### config.mk
export PLATFORM = sky130hd
export DESIGN_NAME = reg_out_seq_ctrl_flat
export DESIGN_NICKNAME = d
export VERILOG_FILES = /design/src/rtl/reg_out_seq_pkg.sv /design/src/rtl/reg_out_seq_if.sv /design/src/rtl/reg_out_cmd_fifo.sv /design/src/rtl/reg_out_seq_ctrl.sv /design/src/flat_wrapper.sv
export SDC_FILE = /design/constraint.sdc
export NUM_CORES = 1
export LEC_CHECK = 0
export ABC_CLOCK_PERIOD_IN_PS = 3300
export CORE_MARGIN = 2
export CORE_UTILIZATION = 55
export CTS_CLUSTER_DIAMETER = 200
export DETAILED_ROUTE_END_ITERATION = 6
export PLACE_DENSITY = 0.78
export SYNTH_ARGS = -nofsm -noshare
export SYNTH_HDL_FRONTEND = slang
export SYNTH_SLANG_ARGS = --single-unit
### constraint.sdc
create_clock -name clk -period 3.3 [get_ports clk]
set_input_delay 0.495 -clock clk [delete_from_list [all_inputs] [get_ports clk]]
set_output_delay 0.495 -clock clk [all_outputs]
set_load 0.03 [all_outputs]
### src/rtl/reg_out_seq_pkg.sv
// Shared types and constants for the output-register write sequencer.
//   seq_state_e : sequencer FSM states
//   cmd_t       : queued write command {addr, data}
//   init_cmd()  : returns the idx-th command of the post-reset init sequence
package reg_out_seq_pkg;

  localparam int unsigned N_DATA      = 16;
  localparam int unsigned N_DIR       = 4;
  localparam int unsigned ADDR_W      = 5;
  localparam int unsigned DATA_W      = 16;
  localparam int unsigned INIT_WRITES = 20;

  localparam logic [ADDR_W-1:0] DIR_BASE = 5'd16;
  localparam logic [ADDR_W-1:0] DIR_LAST = 5'd19;

  typedef enum logic [2:0] {
    S_INIT   = 3'd0,
    S_IDLE   = 3'd1,
    S_SETUP  = 3'd2,
    S_STROBE = 3'd3,
    S_HOLD   = 3'd4
  } seq_state_e;

  typedef struct packed {
    logic [ADDR_W-1:0] addr;
    logic [DATA_W-1:0] data;
  } cmd_t;

  localparam int unsigned CMD_W = $bits(cmd_t);

  // Init order: direction regs 0..3 first, then data regs 0..15 cleared.
  function automatic cmd_t init_cmd(input logic [ADDR_W-1:0] idx, input logic [7:0] dir_lo);
    cmd_t c;
    if (idx < ADDR_W'(N_DIR)) begin
      c.addr = DIR_BASE + idx;
      c.data = {8'h00, dir_lo};
    end else begin
      c.addr = idx - ADDR_W'(N_DIR);
      c.data = '0;
    end
    return c;
  endfunction

endpackage

### src/rtl/reg_out_seq_if.sv
// Host write channel plus output-register-unit drive signals.
//   slave  : sequencer view (accepts host writes, drives the unit)
//   master : host/observer view
interface reg_out_seq_if;
  import reg_out_seq_pkg::*;

  logic                wr_valid;
  logic                wr_ready;
  logic [ADDR_W-1:0]   wr_addr;
  logic [DATA_W-1:0]   wr_data;
  logic [DATA_W-1:0]   data_out;
  logic [N_DATA-1:0]   sel;
  logic [N_DIR-1:0]    sel_dir;
  logic                busy;
  logic                init_done;
  logic                err_addr;
  logic                err_clr;

  modport slave (
    input  wr_valid, wr_addr, wr_data, err_clr,
    output wr_ready, data_out, sel, sel_dir, busy, init_done, err_addr
  );

  modport master (
    output wr_valid, wr_addr, wr_data, err_clr,
    input  wr_ready, data_out, sel, sel_dir, busy, init_done, err_addr
  );

endinterface

### src/rtl/reg_out_cmd_fifo.sv
// Synchronous command FIFO; an entry is readable the cycle after its push.
//   clk, rst_n        : clock, async active-low reset (flushes pointers/count)
//   push_i, wdata_i   : write port (ignored when full)
//   pop_i, rdata_o    : read port, rdata_o shows the head entry (ignored when empty)
//   full_o, empty_o   : registered level flags
//   count_o           : current number of entries
module reg_out_cmd_fifo #(
  parameter int unsigned DEPTH = 4,
  parameter int unsigned WIDTH = 21,
  localparam int unsigned PTR_W = $clog2(DEPTH),
  localparam int unsigned CNT_W = $clog2(DEPTH + 1)
) (
  input  logic             clk,
  input  logic             rst_n,
  input  logic             push_i,
  input  logic [WIDTH-1:0] wdata_i,
  input  logic             pop_i,
  output logic [WIDTH-1:0] rdata_o,
  output logic             full_o,
  output logic             empty_o,
  output logic [CNT_W-1:0] count_o
);

  logic [WIDTH-1:0] mem_q [DEPTH];
  logic [PTR_W-1:0] wr_ptr_q, rd_ptr_q;
  logic [CNT_W-1:0] count_q, count_d;
  logic             full_q, empty_q;
  logic             push_ok, pop_ok;

  assign push_ok = push_i & ~full_q;
  assign pop_ok  = pop_i & ~empty_q;
  assign count_d = count_q + CNT_W'(push_ok) - CNT_W'(pop_ok);

  // Pointer/count/flag state; DEPTH is a power of two so pointers wrap naturally.
  always_ff @(posedge clk or negedge rst_n) begin
    if (!rst_n) begin
      wr_ptr_q <= '0;
      rd_ptr_q <= '0;
      count_q  <= '0;
      full_q   <= 1'b0;
      empty_q  <= 1'b1;
    end else begin
      if (push_ok) wr_ptr_q <= wr_ptr_q + PTR_W'(1);
      if (pop_ok)  rd_ptr_q <= rd_ptr_q + PTR_W'(1);
      count_q <= count_d;
      full_q  <= (count_d == CNT_W'(DEPTH));
      empty_q <= (count_d == '0);
    end
  end

  // Storage array, no reset needed: validity is tracked by the pointers.
  always_ff @(posedge clk) begin
    if (push_ok) mem_q[wr_ptr_q] <= wdata_i;
  end

  assign rdata_o = mem_q[rd_ptr_q];
  assign full_o  = full_q;
  assign empty_o = empty_q;
  assign count_o = count_q;

endmodule

### src/rtl/reg_out_seq_ctrl.sv
// Write sequencer in front of the output-register unit. Host writes are queued
// and replayed as SETUP / STROBE (STB_CYCLES) / HOLD with exactly one select
// strobe active; an optional init sequence runs first after reset.
//   clk, rst_n : clock, async active-low reset
//   bus        : host handshake (wr_*), unit drive (data_out, sel, sel_dir),
//                status (busy, init_done, err_addr) and err_clr
module reg_out_seq_ctrl
  import reg_out_seq_pkg::*;
#(
  parameter int unsigned FIFO_DEPTH = 4,
  parameter int unsigned STB_CYCLES = 2,
  parameter logic [7:0]  INIT_DIR   = 8'h00,
  parameter bit          INIT_EN    = 1'b1
) (
  input  logic          clk,
  input  logic          rst_n,
  reg_out_seq_if.slave  bus
);

  localparam int unsigned CNT_W = $clog2(FIFO_DEPTH + 1);

  seq_state_e        state_q, state_d;
  logic [3:0]        stb_cnt_q, stb_cnt_d;
  logic [ADDR_W-1:0] init_idx_q, init_idx_d;
  logic [ADDR_W-1:0] addr_q, addr_d;
  logic [DATA_W-1:0] data_out_q, data_out_d;
  logic [N_DATA-1:0] sel_q, sel_d;
  logic [N_DIR-1:0]  sel_dir_q, sel_dir_d;
  logic              init_done_q, init_done_d;
  logic              err_addr_q, err_addr_d;

  logic              wr_hs, addr_legal;
  logic              fifo_push, fifo_pop, fifo_full, fifo_empty;
  cmd_t              fifo_wdata, fifo_rdata, next_cmd;
  logic [CNT_W-1:0]  fifo_count;
  logic              init_phase, next_avail;

  // Host handshake: illegal addresses are acknowledged but dropped.
  assign wr_hs      = bus.wr_valid & ~fifo_full;
  assign addr_legal = (bus.wr_addr <= DIR_LAST);
  assign fifo_push  = wr_hs & addr_legal;
  assign fifo_wdata = '{addr: bus.wr_addr, data: bus.wr_data};

  reg_out_cmd_fifo #(
    .DEPTH (FIFO_DEPTH),
    .WIDTH (CMD_W)
  ) u_cmd_fifo (
    .clk     (clk),
    .rst_n   (rst_n),
    .push_i  (fifo_push),
    .wdata_i (fifo_wdata),
    .pop_i   (fifo_pop),
    .rdata_o (fifo_rdata),
    .full_o  (fifo_full),
    .empty_o (fifo_empty),
    .count_o (fifo_count)
  );

  // Command source: init table until init completes, then the host FIFO.
  assign init_phase = INIT_EN & ~init_done_q;
  assign next_cmd   = init_phase ? init_cmd(init_idx_q, INIT_DIR) : fifo_rdata;
  assign next_avail = init_phase ? (init_idx_q != ADDR_W'(INIT_WRITES)) : ~fifo_empty;

  // State register and registered outputs.
  always_ff @(posedge clk or negedge rst_n) begin
    if (!rst_n) begin
      state_q     <= INIT_EN ? S_INIT : S_IDLE;
      stb_cnt_q   <= '0;
      init_idx_q  <= '0;
      addr_q      <= '0;
      data_out_q  <= '0;
      sel_q       <= '0;
      sel_dir_q   <= '0;
      init_done_q <= 1'b0;
      err_addr_q  <= 1'b0;
    end else begin
      state_q     <= state_d;
      stb_cnt_q   <= stb_cnt_d;
      init_idx_q  <= init_idx_d;
      addr_q      <= addr_d;
      data_out_q  <= data_out_d;
      sel_q       <= sel_d;
      sel_dir_q   <= sel_dir_d;
      init_done_q <= init_done_d;
      err_addr_q  <= err_addr_d;
    end
  end

  // Next-state and output logic; selects default low so only STROBE drives them.
  always_comb begin
    state_d    = state_q;
    stb_cnt_d  = stb_cnt_q;
    init_idx_d = init_idx_q;
    addr_d     = addr_q;
    data_out_d = data_out_q;
    sel_d      = '0;
    sel_dir_d  = '0;
    fifo_pop   = 1'b0;

    case (state_q)
      S_INIT, S_IDLE, S_HOLD: begin
        if (next_avail) begin
          state_d    = S_SETUP;
          addr_d     = next_cmd.addr;
          data_out_d = next_cmd.data;
          if (init_phase) init_idx_d = init_idx_q + ADDR_W'(1);
          else            fifo_pop   = 1'b1;
        end else begin
          state_d = S_IDLE;
        end
      end
      S_SETUP: begin
        state_d   = S_STROBE;
        stb_cnt_d = 4'(STB_CYCLES - 1);
        if (addr_q < DIR_BASE)       sel_d     = N_DATA'(1) << addr_q[3:0];
        else if (addr_q <= DIR_LAST) sel_dir_d = N_DIR'(1) << addr_q[1:0];
      end
      S_STROBE: begin
        if (stb_cnt_q == 4'd0) begin
          state_d = S_HOLD;
        end else begin
          stb_cnt_d = stb_cnt_q - 4'd1;
          sel_d     = sel_q;
          sel_dir_d = sel_dir_q;
        end
      end
      default: state_d = S_IDLE;
    endcase

    init_done_d = init_done_q | (state_d == S_IDLE);

    // Sticky error: a new illegal write outranks a same-cycle clear.
    err_addr_d = err_addr_q;
    if (wr_hs && !addr_legal) err_addr_d = 1'b1;
    else if (bus.err_clr)     err_addr_d = 1'b0;
  end

  assign bus.wr_ready  = ~fifo_full;
  assign bus.data_out  = data_out_q;
  assign bus.sel       = sel_q;
  assign bus.sel_dir   = sel_dir_q;
  assign bus.busy      = (state_q != S_IDLE) | (fifo_count != '0);
  assign bus.init_done = init_done_q;
  assign bus.err_addr  = err_addr_q;

endmodule

### src/flat_wrapper.sv
// flat-port wrapper written by rule: the top's interface ports become plain ports
module reg_out_seq_ctrl_flat import reg_out_seq_pkg::*;
#(
  parameter int unsigned FIFO_DEPTH = 4,
  parameter int unsigned STB_CYCLES = 2,
  parameter logic [7:0]  INIT_DIR   = 8'h00,
  parameter bit          INIT_EN    = 1'b1
)
  (clk, rst_n, bus_wr_valid, bus_wr_addr, bus_wr_data, bus_err_clr, bus_wr_ready, bus_data_out, bus_sel, bus_sel_dir, bus_busy, bus_init_done, bus_err_addr);
  reg_out_seq_if bus_i ();
  input  logic clk;
  input  logic rst_n;
  input wire logic [$bits(bus_i.wr_valid)-1:0] bus_wr_valid;
  input wire logic [$bits(bus_i.wr_addr)-1:0] bus_wr_addr;
  input wire logic [$bits(bus_i.wr_data)-1:0] bus_wr_data;
  input wire logic [$bits(bus_i.err_clr)-1:0] bus_err_clr;
  output wire logic [$bits(bus_i.wr_ready)-1:0] bus_wr_ready;
  output wire logic [$bits(bus_i.data_out)-1:0] bus_data_out;
  output wire logic [$bits(bus_i.sel)-1:0] bus_sel;
  output wire logic [$bits(bus_i.sel_dir)-1:0] bus_sel_dir;
  output wire logic [$bits(bus_i.busy)-1:0] bus_busy;
  output wire logic [$bits(bus_i.init_done)-1:0] bus_init_done;
  output wire logic [$bits(bus_i.err_addr)-1:0] bus_err_addr;
  assign bus_i.wr_valid = bus_wr_valid;
  assign bus_i.wr_addr = bus_wr_addr;
  assign bus_i.wr_data = bus_wr_data;
  assign bus_i.err_clr = bus_err_clr;
  assign bus_wr_ready = bus_i.wr_ready;
  assign bus_data_out = bus_i.data_out;
  assign bus_sel = bus_i.sel;
  assign bus_sel_dir = bus_i.sel_dir;
  assign bus_busy = bus_i.busy;
  assign bus_init_done = bus_i.init_done;
  assign bus_err_addr = bus_i.err_addr;
  reg_out_seq_ctrl #(.FIFO_DEPTH(FIFO_DEPTH), .STB_CYCLES(STB_CYCLES), .INIT_DIR(INIT_DIR), .INIT_EN(INIT_EN)) u_core (.clk(clk), .rst_n(rst_n), .bus(bus_i));
endmodule
## After elaboration in Yosys (flattened, before gate mapping)

Memory sizes are Yosys's and may differ from the RTL's.
Index checks and enable logic that the tools add are counted.

| word-level totals | value |
|---|---|
| flip-flop bits (word level) | 64 |
| bits in writable memories | 84 |
| input port bits | 25 |
| output and inout port bits | 40 |
| logic and storage cells | 82 |
| memories kept | 1 |

| cells by class | value |
|---|---|
| add/subtract/negate cells | 8 |
| order comparisons | 4 |
| equal/unequal tests | 10 |
| shifts and indexed selects | 2 |
| mux-type cells | 22 |
| bitwise gates (word level) | 9 |
| reduce and logical (&&, ||, !) cells | 12 |

Memory list:

| memory | words | width | read ports | clocked after memory_dff | wr ports | RTL line | source |
|---|---|---|---|---|---|---|---|
| u_core.u_cmd_fifo.mem_q | 4 | 21 | 1 | 0 | 1 | reg_out_cmd_fifo.sv:24 | `logic [WIDTH-1:0] mem_q [DEPTH];` |

Operators with widths:

| cell | count |
|---|---|
| 21-bit 2-to-1 mux | 2 |
| 16-bit 2-to-1 mux | 2 |
| 16-bit one-hot mux with 2 select lines | 1 |
| 4-bit 2-to-1 mux | 4 |
| 4-bit one-hot mux with 2 select lines | 2 |
| 1-bit by 4-bit << shifter with 16-bit output, first input constant | 1 |
| 5-bit <= comparator, second input constant | 2 |
| 3-bit one-hot mux with 3 select lines | 1 |
| 1-bit 2-to-1 mux | 8 |
| 3-bit by 1-bit == test with 1-bit output, second input constant | 2 |
| 3-bit by 2-bit == test with 1-bit output, second input constant | 2 |
| 3-bit == test, second input constant | 2 |
| 3-bit logical NOT | 2 |
| 5-bit by 1-bit adder with 5-bit output, second input constant | 1 |
| 5-bit adder, first input constant | 1 |
| 5-bit by 3-bit < comparator with 1-bit output, second input constant | 1 |
| 5-bit < comparator, second input constant | 1 |
| 5-bit != test, second input constant | 1 |
| 5-bit by 3-bit subtractor with 5-bit output, second input constant | 1 |
| 2-bit by 1-bit adder with 2-bit output, second input constant | 2 |
| 1-bit AND | 4 |
| 4-bit logical NOT | 1 |
| 2-bit AND reduction | 2 |
| 2-bit nonzero test | 2 |
| other kinds (16) | 19 |

## Depth between registers and ports, before layout

| logic depth | value |
|---|---|
| word-level depth | 7 |
| mapped depth | 12 |
| depth with buffers taken out | 11 |

## Cells and area by module

A second synthesis with hierarchy kept.

| unflattened totals | value |
|---|---|
| cell total of the unflattened synthesis | 339 |
| area total of the unflattened synthesis | 5985.7 µm² |

By module, submodules not included:

| module | instances | cells an instance | area an instance (µm²) | seq. area each (µm²) |
|---|---|---|---|---|
| reg_out_cmd_fifo | 1 | 146 | 3530.9 | 2748.9 |
| reg_out_seq_ctrl | 1 | 193 | 2454.9 | 1376.3 |

## Least setup slack after synthesis

No wires, ideal clock.

| path | value |
|---|---|
| path type | input port to flip-flop |
| start point | input bus_wr_addr[2] |
| end point | register u_core.u_cmd_fifo.full_q (netlist: u_core.u_cmd_fifo.full_o) |
| library setup time | 0.088 ns |
| arrival time | 2.399 ns |
| data required time | 3.212 ns |
| path slack | 0.812 ns |
| stages on the path | 12 |
| path buffers | 1 |
| cell sequence | o21ai_1 -> and3_1 -> clkbuf_1 -> inv_1 -> ha_1 -> inv_1 -> ha_1 -> inv_1 -> fa_1 -> xnor2_1 -> xnor2_1 -> nor3b_1 |

| between the ends | value |
|---|---|
| longest elaborated chain between the ends | 6 |

RTL lines:

| item | RTL line | source |
|---|---|---|
| start, declared | flat_wrapper.sv:14 | `input wire logic [$bits(bus_i.wr_addr)-1:0] bus_wr_addr;` |
| 5-bit <= comparator | reg_out_seq_ctrl.sv:40 | `assign addr_legal = (bus.wr_addr <= DIR_LAST);` |
| 1-bit AND | reg_out_seq_ctrl.sv:41 | `assign fifo_push = wr_hs & addr_legal;` |
| 1-bit AND | reg_out_cmd_fifo.sv:30 | `assign push_ok = push_i & ~full_q;` |
| 3-bit by 1-bit adder with 3-bit output | reg_out_cmd_fifo.sv:32 | `assign count_d = count_q + CNT_W'(push_ok) - CNT_W'(pop_ok);` |
| 3-bit by 1-bit subtractor with 3-bit output | reg_out_cmd_fifo.sv:32 |  |
| via u_core.u_cmd_fifo.count_d[2] | reg_out_cmd_fifo.sv:26 | `logic [CNT_W-1:0] count_q, count_d;` |
| 3-bit == test | reg_out_cmd_fifo.sv:46 | `full_q <= (count_d == CNT_W'(DEPTH));` |
| end signal, assigned | reg_out_cmd_fifo.sv:46 |  |
| end, declared | reg_out_cmd_fifo.sv:27 | `logic full_q, empty_q;` |

The timed path passes the listed nets, and every way through them passes these cells.
A chain may end at the register's enable or synchronous reset.

## Worst setup path after layout

| path | value |
|---|---|
| start point | register u_core.state_q[0] |
| end point | register u_core.u_cmd_fifo.full_q (netlist: u_core.u_cmd_fifo.full_o) |

| between the ends | value |
|---|---|
| longest elaborated chain between the ends | 6 |
| elaborated cells on any way between the ends | 8 |
| classes of those cells | add/sub: 1; eq/ne: 3; mux: 1; bitwise: 1; reduce/logical: 2 |

RTL lines:

| item | RTL line | source |
|---|---|---|
| start, declared | reg_out_seq_ctrl.sv:22 | `seq_state_e state_q, state_d;` |
| start signal, assigned | reg_out_seq_ctrl.sv:67 | `state_q <= INIT_EN ? S_INIT : S_IDLE;` |
| start signal, assigned | reg_out_seq_ctrl.sv:77 | `state_q <= state_d;` |
| 3-bit by 1-bit == test with 1-bit output (tied with other cells) | reg_out_seq_ctrl.sv:100 | `case (state_q)` |
| 3-bit OR reduction * | reg_out_seq_ctrl.sv:100 |  |
| 1-bit 2-to-1 mux * | reg_out_seq_ctrl.sv:100 |  |
| 1-bit AND * | reg_out_cmd_fifo.sv:31 | `assign pop_ok = pop_i & ~empty_q;` |
| via u_core.u_cmd_fifo.pop_ok | reg_out_cmd_fifo.sv:28 | `logic push_ok, pop_ok;` |
| 3-bit by 1-bit subtractor with 3-bit output * | reg_out_cmd_fifo.sv:32 |  |
| via u_core.u_cmd_fifo.count_d[2] | reg_out_cmd_fifo.sv:26 |  |
| 3-bit == test * | reg_out_cmd_fifo.sv:46 |  |

Mark *: on every way through the listed nets, which the timed path passes. The rest lies on a longest branch.

==> flow_summary.json <==
{
  "status": "finished, violations left",
  "violations": "hold timing",
  "ios": 65,
  "synth_edf_count": 84,
  "finalSetupViolCount": 0,
  "synth-seq-cells": 148,
  "critPathRequiredTime_ns": 3.73,
  "synth.distinct_cells": 54,
  "avgSynthCellArea_um2": 15.6,
  "cts_buffer_depth": 2,
  "arrival_ns": 3.00,
  "fin_worst_skew_ns": 0.00953,
  "grt_max_degree": 35,
  "async_flop_share": 0.432,
  "grt_usage": 0.223,
  "fin_tns_setup_ns": 0,
  "synth.net_count": 426,
  "via_per_inst": 5.68,
  "die_area_um2": 11800,
  "yosysWarnings": 0,
  "synth_ff_type": "edfxtp_1",
  "rsz0062_at_grt": "no",
  "avgRoutedWirePerCell_um": 19.0,
  "first_global_vias": 3727,
  "crit_type": "reg -> reg",
  "clock_sinks": 148,
  "antenna_left": 0,
  "hold_buffers": 0,
  "synth_top_area_frac": 0.417,
  "ir_drop_uv": 385,
  "coreArea_um2": 10800,
  "final_util": 0.686,
  "fin_crit_sh": 0.779,
  "p_leak_nw": 2.78,
  "dp_hpwl_mm": 7.25,
  "timing.final.hold_violations": 1,
  "clock_latency_ns": 0.53,
  "synth_top_cell_by_area": "edfxtp_1",
  "drt_iter0_drc": 161,
  "end_kind": "register",
  "final_cell_count_no_fill": 612,
  "antenna_found_initial": 0,
  "numPortBuffers": 64,
  "drc": 0,
  "cts_root_buf": "clkbuf_8",
  "clk_pin_slew_ns": 0.06,
  "period_minus_slack_ns": 2.57,
  "p_total_w": 0.00445,
  "cts_inserted_buffers": 17,
  "holdWs_ns": -0.00160,
  "wl_mm": 11.6,
  "initial_core_util": 0.560,
  "die_h_um": 109,
  "diodes": 0,
  "num_rows": 38,
  "dp.cells": 580,
  "grt_overflow": 0,
  "hold_path_class": "in -> async",
  "post_cts_buffers": 0,
  "synth_area_leaders": "edfxtp_1 42%, dfrtp_1 26%, mux4_2 6.7%, o2bb2ai_1 2.9%, ha_1 2.7%",
  "h-tree-depth": 4,
  "area_delta_synth_final_pct": 22.5,
  "timing.fmax_mhz": 389,
  "relSlewSlack": 0.347,
  "first_pass_iters": 4,
  "vias": 3478,
  "syn_area_um2": 6040,
  "maxCapViolCount": 0,
  "cts_resized": 0,
  "cp-start-kind": "register",
  "drive_above_1_share": 0.150,
  "grt_pass1_wl_mm": 19.3,
  "crit_fanout": 10,
  "synth_cells": 387,
  "power_density_nw_per_um2": 602,
  "drv_slew": 0,
  "die_x_um": 109,
  "gp_congestion": 0.782,
  "tritoncts": "yes",
  "ys_seq_area_frac": 0.683,
  "fin_nets": 498,
  "worst_slew_pin_slew_ns": 0.980
}
## layout by cell type, fill, tap and decap left out, types with 5 or more instances in the layout
master	synthesis	layout
edfxtp_1	84	84
clkdlybuf4s50_1	0	63
dfrtp_1	63	63
inv_1	33	33
o2bb2ai_1	20	20
mux4_2	18	18
o21ai_1	17	17
nand4_1	17	17
clkbuf_16	0	16
ha_1	13	13
buf_4	1	11
nand2_1	10	10
a31oi_1	9	9
xnor2_1	8	8
mux2i_1	7	7
nor2_1	6	6
nand3_1	5	5
## power breakdown
group,internal [W],switching [W],leakage [nW],total [W]
clock,0.00116,0.000734,0.285,0.00189
sequential,0.00214,0.0000636,1.62,0.00221
combinational,0.000150,0.000205,0.880,0.000355
total,0.00345,0.00100,2.78,0.00445
## final cells by class
type,instances,area [µm²]
Inverter,33,124
Tap cell,140,175
Timing Repair Buffer,75,718
Multi-Input combinational cell,184,1680
Sequential cell,148,4130
Clock buffer,21,429
Clock inverter,11,153
Fill cell,732,3390
## metrics by stage
step                      setup WS [ns]  area, µm²
after detailed placement          0.219       6820
after floorplan                   0.812       6040
after CTS                         0.708       7400
after global placement            0.406       6820
after global routing              0.552       7400
final                             0.728       7400
## synthesized netlist by cell type (all sizes together), types with 6 or more instances
| cell | n |
|---|---|
| mux4 | 18 |
| inv | 33 |
| ha | 13 |
| xnor2 | 8 |
| nand4 | 17 |
| mux2i | 7 |
| dfrtp | 63 |
| edfxtp | 84 |
| nand2 | 10 |
| nor2 | 6 |
| a31oi | 9 |
| o21ai | 18 |
| buf | 17 |
| o2bb2ai | 20 |
## kinds of logic (layout without fill, tap and decap cells)
group,after synthesis,after routing,synth area share
compound gates,61,61,0.0729
buf+inv,55,140,0.0393
mux,30,30,0.0880
flops,148,148,0.683
simple gates,70,70,0.0739
fa+ha+maj,14,14,0.0302
xor+xnor,9,9,0.0130
## path summary, 6_finish.rpt
path                                   start                         to  slack (ns)  cells past startpoint
min                                    rst_n        u_core.stb_cnt_q[2]      -0.002                      1
max                        u_core.state_q[0]   u_core.u_cmd_fifo.full_o        0.73                     10
max in group asynchronous              rst_n  u_core.u_cmd_fifo.empty_o        2.36                      2
max reg2reg                u_core.state_q[0]   u_core.u_cmd_fifo.full_o        0.73                     10
min in group clk           u_core.bus.sel[7]          u_core.bus.sel[7]        0.50                      1
min reg2reg                u_core.bus.sel[7]          u_core.bus.sel[7]        0.50                      1
## worst max-delay path: stages, from the launching register on
cell	delay (ns)
dfrtp_1	0.52
a21oi_4	0.20
nor3b_2	0.26
ha_1	0.28
inv_1	0.05
ha_1	0.13
inv_1	0.05
fa_1	0.37
xnor2_1	0.15
xnor2_1	0.24
nor3b_1	0.24
## state kept, by name, summed over array words and instances (netlist names), 4 cells and up
name / flops
u_core.bus.sel_dir: 4
u_core.addr_q: 5
u_core.bus.data_out: 16
u_core.init_idx_q: 5
u_core.bus.sel: 16
u_core.stb_cnt_q: 4
u_core.u_cmd_fifo.mem_q: 84
## layer usage
metal	vias up	part of all wire	track usage	wire, µm
met5	-	0	0	0
met4	0	0.011	0.0788	133
met3	12	0.046	0.0610	538
met2	103	0.51	0.374	5920
met1	1756	0.43	0.281	5020
li1	1607	-	-	-
No activity file was read; power rests on OpenSTA's default activity.
